### config.mk
export PLATFORM = sky130hd
export DESIGN_NAME = branch_predictor
export DESIGN_NICKNAME = d
export VERILOG_FILES = /design/src/rtl/rv32i_types.sv /design/src/rtl/sat_counter2.sv /design/src/rtl/branch_predictor.sv
export SDC_FILE = /design/constraint.sdc
export NUM_CORES = 2
export LEC_CHECK = 0
export ABC_AREA = 0
export CORE_UTILIZATION = 59
export CTS_CLUSTER_DIAMETER = 100
export DETAILED_ROUTE_END_ITERATION = 16
export GPL_TIMING_DRIVEN = 0
export PLACE_DENSITY = 0.86
export SLEW_MARGIN = 20
export SYNTH_ARGS = -nofsm -noshare
export SYNTH_HDL_FRONTEND = slang
export SYNTH_SLANG_ARGS = --single-unit
### constraint.sdc
create_clock -name clk -period 20.2 [get_ports clk]
set_input_delay 6.06 -clock clk [delete_from_list [all_inputs] [get_ports clk]]
set_output_delay 6.06 -clock clk [all_outputs]
set_load 0.02 [all_outputs]
### src/rtl/rv32i_types.sv
// Shared RV32I front-end types: BTB entry layout and predictor constants.
package rv32i_types;

  localparam logic [1:0] PHT_WEAK_NT   = 2'b01;
  localparam int         PC_ALIGN_BITS = 2;
  // Widest tag any BTB size can need; narrower tags are zero-extended.
  localparam int         BTB_TAG_W_MAX = 32 - PC_ALIGN_BITS;

  typedef struct packed {
    logic                     valid;
    logic [BTB_TAG_W_MAX-1:0] tag;
    logic [31:0]              target;
    logic                     is_jump;
  } btb_entry_t;

endpackage

### src/rtl/sat_counter2.sv
// Next-state function of a 2-bit saturating counter (0..3).
module sat_counter2 (
  input  logic [1:0] cnt_i,
  input  logic       taken_i,
  output logic [1:0] cnt_o
);

  always_comb begin
    cnt_o = cnt_i;
    if (taken_i) begin
      if (cnt_i != 2'b11) cnt_o = cnt_i + 2'b01;
    end else begin
      if (cnt_i != 2'b00) cnt_o = cnt_i - 2'b01;
    end
  end

endmodule

### src/rtl/branch_predictor.sv
// Gshare + direct-mapped BTB branch predictor with EX-side training,
// speculative global history repair and performance counters.
module branch_predictor
  import rv32i_types::*;
#(
  parameter int PHT_IDX_BITS = 7,
  parameter int BTB_IDX_BITS = 5
) (
  input  logic                    clk,
  input  logic                    rst_n,
  input  logic [31:0]             fetch_pc,
  input  logic                    fetch_advance,
  output logic                    is_branch,
  output logic                    pht_prediction,
  output logic [31:0]             pc_taken,
  output logic [PHT_IDX_BITS-1:0] pred_ghr,
  input  logic                    upd_valid,
  input  logic                    upd_is_jump,
  input  logic [31:0]             upd_pc,
  input  logic                    upd_taken,
  input  logic [31:0]             upd_target,
  input  logic [PHT_IDX_BITS-1:0] upd_ghr,
  input  logic                    branch_recovery,
  input  logic                    perf_pred,
  input  logic                    perf_mispred,
  output logic [31:0]             perf_pred_count,
  output logic [31:0]             perf_mispred_count
);

  localparam int PHT_N = 2 ** PHT_IDX_BITS;
  localparam int BTB_N = 2 ** BTB_IDX_BITS;
  localparam int TAG_W = 32 - BTB_IDX_BITS - PC_ALIGN_BITS;

  logic [1:0]              pht_q [PHT_N];
  logic [1:0]              pht_d [PHT_N];
  btb_entry_t              btb_q [BTB_N];
  btb_entry_t              btb_d [BTB_N];
  logic [PHT_IDX_BITS-1:0] ghr_q, ghr_d;
  logic [31:0]             perf_pred_count_q, perf_pred_count_d;
  logic [31:0]             perf_mispred_count_q, perf_mispred_count_d;

  logic [BTB_IDX_BITS-1:0] fetch_btb_idx, upd_btb_idx;
  logic [PHT_IDX_BITS-1:0] fetch_pht_idx, upd_pht_idx;
  logic [TAG_W-1:0]        fetch_tag, upd_tag;
  btb_entry_t              fetch_entry;
  logic                    fetch_hit;
  logic                    fetch_ctr_taken;
  logic [1:0]              upd_ctr_next;
  logic                    unused_upd_pc_bits;

  assign unused_upd_pc_bits = ^upd_pc[PC_ALIGN_BITS-1:0];

  // Lookup path: fully combinational so IF gets a prediction in the same cycle.
  always_comb begin
    fetch_btb_idx   = fetch_pc[BTB_IDX_BITS+PC_ALIGN_BITS-1:PC_ALIGN_BITS];
    fetch_tag       = fetch_pc[31:BTB_IDX_BITS+PC_ALIGN_BITS];
    fetch_pht_idx   = fetch_pc[PHT_IDX_BITS+PC_ALIGN_BITS-1:PC_ALIGN_BITS] ^ ghr_q;
    fetch_entry     = btb_q[fetch_btb_idx];
    fetch_hit       = fetch_entry.valid && (fetch_entry.tag == BTB_TAG_W_MAX'(fetch_tag));
    fetch_ctr_taken = pht_q[fetch_pht_idx][1];
    is_branch       = fetch_hit;
    pht_prediction  = fetch_hit && (fetch_entry.is_jump || fetch_ctr_taken);
    pc_taken        = pht_prediction ? fetch_entry.target : fetch_pc + 32'd4;
    pred_ghr        = ghr_q;
  end

  assign upd_btb_idx = upd_pc[BTB_IDX_BITS+PC_ALIGN_BITS-1:PC_ALIGN_BITS];
  assign upd_tag     = upd_pc[31:BTB_IDX_BITS+PC_ALIGN_BITS];
  assign upd_pht_idx = upd_pc[PHT_IDX_BITS+PC_ALIGN_BITS-1:PC_ALIGN_BITS] ^ upd_ghr;

  sat_counter2 u_sat_counter2 (
    .cnt_i   (pht_q[upd_pht_idx]),
    .taken_i (upd_taken),
    .cnt_o   (upd_ctr_next)
  );

  // Training and history: recovery from EX overrides any speculative shift.
  always_comb begin
    pht_d                = pht_q;
    btb_d                = btb_q;
    ghr_d                = ghr_q;
    perf_pred_count_d    = perf_pred_count_q + {31'd0, perf_pred};
    perf_mispred_count_d = perf_mispred_count_q + {31'd0, perf_mispred};

    if (upd_valid && !upd_is_jump) pht_d[upd_pht_idx] = upd_ctr_next;
    if (upd_valid && upd_taken) begin
      btb_d[upd_btb_idx].valid   = 1'b1;
      btb_d[upd_btb_idx].tag     = BTB_TAG_W_MAX'(upd_tag);
      btb_d[upd_btb_idx].target  = upd_target;
      btb_d[upd_btb_idx].is_jump = upd_is_jump;
    end

    if (branch_recovery) begin
      ghr_d = upd_is_jump ? upd_ghr : {upd_ghr[PHT_IDX_BITS-2:0], upd_taken};
    end else if (fetch_advance && fetch_hit && !fetch_entry.is_jump) begin
      ghr_d = {ghr_q[PHT_IDX_BITS-2:0], fetch_ctr_taken};
    end
  end

  always_ff @(posedge clk or negedge rst_n) begin
    if (!rst_n) begin
      for (int i = 0; i < PHT_N; i++) pht_q[i] <= PHT_WEAK_NT;
      for (int i = 0; i < BTB_N; i++) btb_q[i] <= '0;
      ghr_q                <= '0;
      perf_pred_count_q    <= '0;
      perf_mispred_count_q <= '0;
    end else begin
      pht_q                <= pht_d;
      btb_q                <= btb_d;
      ghr_q                <= ghr_d;
      perf_pred_count_q    <= perf_pred_count_d;
      perf_mispred_count_q <= perf_mispred_count_d;
    end
  end

  assign perf_pred_count    = perf_pred_count_q;
  assign perf_mispred_count = perf_mispred_count_q;

endmodule

* Word-level counts from Yosys, hierarchy flattened
Index checks and enable logic that the tools add are counted.
Word-level totals: input port bits 112, output and inout bits 105, logic and storage cells 322, register bits after elaboration 2375
Cells by class: reductions and logical operators 13, $add $sub $neg 5, mux-type cells 31, magnitude comparators 6, equality and inequality tests 2, bitwise gates (word level) 6
Operators by type and width (count):
- bitwise mux 2048 bit | 4
- demux 64 bit (select 5 bit) | 4
- binary-select mux 64 bit (select 5 bit) | 1
- bitwise mux 256 bit | 1
- 2-to-1 mux 64 bit | 3
- adder 32 x 1 -> 32 bit | 2
- 2-to-1 mux 63 bit | 1
- 2-to-1 mux 33 bit | 1
- adder 32 x 3 -> 32 bit (second input constant) | 1
- 2-to-1 mux 32 bit | 1
- == test 30 x 25 -> 1 bit | 1
- binary-select mux 2 bit (select 7 bit) | 2
- 2-to-1 mux 7 bit | 3
- greater-or-equal comparator 8 bit (second input constant) | 2
- 2-to-1 mux 2 bit | 8
- NOT 7 -> 8 bit | 2
- demux 2 bit (select 7 bit) | 1
- XOR 7 bit | 2
- greater-or-equal comparator 6 bit (second input constant) | 2
- NOT 5 -> 6 bit | 2
- logical AND 1 bit | 8
- < comparator 8 x 1 -> 1 bit (second input constant) | 1
- < comparator 6 x 1 -> 1 bit (second input constant) | 1
- nonzero test 2 bit | 2
- other kinds (6) | 7

* Longest topological paths before layout
depth in word-level cells 10, gate-level depth with buffers 16, mapped depth without buffers 9

* Hierarchy
From an unflattened synthesis, not the netlist that was laid out.
Unflattened totals: cells, all modules 6837, area, all modules 102584.6 um^2
Modules (own cells, without submodules):
- branch_predictor | cells an instance 6834, instances 1, area each 102558.4 um^2
- sat_counter2 | cells an instance 3, instances 1, area each 26.3 um^2

* Worst setup path before layout
Ideal clock, no wire load.
path kind input -> output, from input fetch_pc[2], to output pc_taken[11], data required time 14.140 ns, arrival 9.600 ns, path slack 4.540 ns, stages 13, path through buf_4 > xnor2_2 > buf_4 > buf_4 > mux4_2 > mux4_2 > nand2_1 > nand3_1 > o211ai_1 > nand3_1 > nand3_1 > buf_2 > mux2i_1
Between the ends: cells in the longest elaborated chain, start to end 8, elaborated cells between the ends (all ways) 15
RTL lines:
- start, declared | RTL line branch_predictor.sv:11 | input logic [31:0] fetch_pc,
- NOT 5 -> 6 bit (implied by the code) / XOR 7 bit (equally long branches) | RTL line branch_predictor.sv:58, branch_predictor.sv:57
- binary-select mux 64 bit (select 5 bit) / NOT 7 -> 8 bit (equally long branches) | RTL line branch_predictor.sv:58, branch_predictor.sv:60
- 2-to-1 mux 64 bit (implied by the code) / binary-select mux 2 bit (select 7 bit) (equally long branches) | RTL line branch_predictor.sv:58, branch_predictor.sv:60
- 2-to-1 mux 64 bit (implied by the code) / 2-to-1 mux 2 bit (equally long branches) | RTL line branch_predictor.sv:58, branch_predictor.sv:60
- == test 30 x 25 -> 1 bit / 2-to-1 mux 2 bit (equally long branches) | RTL line branch_predictor.sv:59, branch_predictor.sv:60
- logical AND 1 bit / logical OR 1 bit (equally long branches) | RTL line branch_predictor.sv:59, branch_predictor.sv:62
- logical AND 1 bit | RTL line branch_predictor.sv:62 | pht_prediction = fetch_hit && (fetch_entry.is_jump || fetch_ctr_taken);
- 2-to-1 mux 32 bit * | RTL line branch_predictor.sv:63 | pc_taken = pht_prediction ? fetch_entry.target : fetch_pc + 32'd4;
- end, declared | RTL line branch_predictor.sv:15 | output logic [31:0] pc_taken,
Mark *: on every way between the ends. The rest lies on a longest branch, timed or not. The select of a mux whose other input is x is not followed.

* Worst setup path after layout
from input fetch_pc[4], to output pc_taken[2]
Same word-level chain as after synthesis.

==> impl_metrics.yaml <==
critical_path:
  cp-startpoint: "fetch_pc[4]"
  cp.required_ns: 14.14
  endpoint_kind: "output port"
  cp-start-kind: "input pin"
  rr_startpoint: "btb_q[690]$_DFFE_PN0P_"
  crit_arrival_ns: 14.28
  crit_type: "input pin to output port"
  r2r_slack_ns: 15.70
  critPathMaxFanout: 10
sta:
  maxSlewViolCount: 6
  worst_slew_pin_slew_ns: 1.583
  period_share: 1.007
  setup_viol: 4
  finalHoldViolations: 0
  max_slew_margin: -0.05930
  period_minus_slack_ns: 20.34
  finClkSkew_ns: 0.02580
  rsz0062_at_grt: "false"
  max_clock_freq_ghz: 0.04917
  fin_ws_ns: -0.1382
place:
  io_buffers: 206
  place_ws_ns: 0.1856
  gp_congestion: 0.9727
  hpwl_um: 216800
die:
  dieArea_um2: 174200
  row_count: 152
  pin_count: 217
  core_um2: 171500
  die_x_um: 417.3
  chipHeight_um: 417.3
  initial_core_util: 0.5933
global_routing:
  antenna_found_initial: 27
  gr-usage-met1: 0.4736
  grt_usage: 0.3833
  grt_pass1_vias: 71740
  use_met3: 0.1375
  grt_busiest_layer: "met2"
  gr-usage-met2: 0.5555
  grt_overflow: 0
  grt_pass1_wl_um: 482700
  grt_max_degree: 159
detailed_routing:
  final_antenna_net_count: 0
  drc: 0
  vias: 68690
  drt-wirelength-per-cell_um: 33.12
  vias_per_cell: 6.895
  firstDrtPassIters: 8
  wl_um: 329900
  drtIter0Drc: 8687
yosys:
  netlist_area_um2: 101800
  syn_inst: 6983
  synthArstFlopShare: 1.000
  synth_top_area_share: 0.5131
  yosysTopAreaCell: "dfrtp_1"
  synth_fp_nets: 7100
  synth_edf_count: 0
  syn_avg_cell_area_um2: 14.58
  yosys_warnings: 0
  synth_cell_types: 77
  seq_area_frac_synth: 0.5462
  ys_ff_latch: 2215
  synth_most_common_cell: "dfrtp_1"
  yosys-top-cells-count: "dfrtp_1 (2087), mux2_2 (1881), mux4_2 (532), nand2_1 (502), clkbuf_1 (397)"
  synth_flop_cell: "dfrtp_1"
  netlist_top_cells_area: "dfrtp_1 (51%), mux2_2 (21%), mux4_2 (12%)"
flow_run:
  max_cap_violations: 1
clock_tree:
  root_buffer: "clkbuf_16"
  htreeDepth: 4
  cts_tree: "yes"
  cts_sinks: 2215
  clk_latency_ns: 0.90
  clkSlewWorstSetupHoldPaths_ns: 0.06
  cts_setup_buffers: 0
  clk_path_buf_depth: 3
  cts_buffers: 216
worst_hold_path:
  worstHoldStart: "btb_q[1471]$_DFFE_PN0P_"
  hp-class: "flip-flop to flip-flop"
cells_and_area:
  finalNetCount: 7554
  syn2layout_area_growth_pct: 13.35
  fin_util: 0.6725
  drive_above_1_share: 0.4124
outcome:
  violations: "capacitance limit, slew limit, setup timing"
  outcome: "finished with violations"
power_and_ir_drop:
  power_leakage_nw: 51.84
  p_per_area_nw_per_um2: 99.17
  ir_worst_vdd_uv: 97.67
[where the power goes]
| group | leakage [nW] | internal (mW) | switching (mW) | total (mW) |
|---|---|---|---|---|
| logic | 18.9 | 0.837 | 0.858 | 1.70 |
| registers | 29.1 | 5.02 | 0.325 | 5.34 |
| clock network | 3.84 | 2.55 | 1.86 | 4.40 |
| total | 51.8 | 8.40 | 3.04 | 11.4 |
[path summary, 6_finish.rpt]
kind,endpoint,cells past startpoint
worst max-delay path,pc_taken[2],12
worst min-delay path,btb_q[1471]$_DFFE_PN0P_,1
worst max register to register,pred_ghr[4]$_DFFE_PN0P_,10
worst min register to register,btb_q[1471]$_DFFE_PN0P_,1
max in group asynchronous,btb_q[1968]$_DFFE_PN0P_,5
min in group asynchronous,perf_pred_count[0]$_DFF_PN0_,2
[stage by stage]
step                      cell area, um2  cells  total power, mW  hold slack (ns)  setup TNS (ns)
final                             115400   9962            11.44           0.4599         -0.3538
after global routing              115300   9949            11.72           0.4751               0
after CTS                         115200   9934            11.37           0.4632               0
after detailed placement          107400   9522            7.036           0.4463               0
after global placement            106700   9499            7.004           0.4410               -
after floorplan                   101800   6983            6.368           0.4258               0
[flip-flops by register name, indices dropped and copies added, names as in the netlist]
name and flops:
btb_q 1888, pht_q 256, perf_mispred_count 32, perf_pred_count 32, pred_ghr 7
[cell type report]
class	count	area, um2
multi-input combinational	4132	43750
inverter	14	52.55
tap	2310	2890
antenna	21	52.55
buffer	622	2574
clock buffer	330	6536
timing repair buffer	236	2670
fill	11260	56180
sequential	2215	55590
clock inverter	82	1251
[cells by family (layout without fill, tap and decap cells)]
logic type,after synthesis,count (layout),synth area share
muxes,2583,2583,0.3426
AOI/OAI and AO/OA,548,548,0.03462
buffers and inverters,636,1284,0.02541
xor gates and xnor gates,133,133,0.01174
and+or+nand+nor,861,861,0.03865
DFF,2215,2215,0.5462
adders and majority gates,7,7,0.0008237
other,0,21,0
[metal layers]
metal | wire (um) | up-vias
met4 | 29410 | 24
li1 | - | 26720
met1 | 114400 | 35750
met5 | 274 | -
met2 | 145400 | 4754
met3 | 40460 | 1445
[worst max-delay path, stage by stage]
cell and delay (ns):
clkdlybuf4s50_1 0.58, buf_1 0.85, clkbuf_1 1.00, clkbuf_1 1.01, buf_2 0.72, mux4_2 0.43, mux2i_1 0.40, nand3_1 0.73
nand3_2 0.69, buf_4 0.41, mux2i_1 0.58, clkdlybuf4s50_1 0.72
[layout by cell type, fill, tap and decap left out, types with 12 or more instances in the layout]
cell type and instances:
buf_4 24, xor2_1 49, bufinv_16 24, a22o_1 35, nor2b_1 12, or2_2 23, nand2_1 502, a31oi_1 12
o21ai_1 120, mux4_2 532, o21ai_0 144, clkbuf_8 66, diode_2 21, a211o_1 12, mux2i_1 168, buf_16 17
inv_1 13, buf_2 93, nor3_1 16, clkbuf_2 26, and2_1 12, dfstp_2 128, xnor2_1 78, and3_1 22
clkinv_2 39, o22ai_1 30, nand2b_1 17, nor2_1 71, o221ai_1 18, clkbuf_1 421, nand3_1 51, dfrtp_1 2087
a22oi_1 103, clkbuf_16 218, nand4_1 65, clkdlybuf4s50_1 205, buf_1 106, mux2_2 1881, a21oi_1 18
[what timing repair did]
item	in CTS	in global routing
endpoints found under the setup margin	0	2
hold endpoints to repair	0	0
hold buffers	0	0
gates resized for setup	0	1
Note: power is estimated with default switching activity, not from simulation.
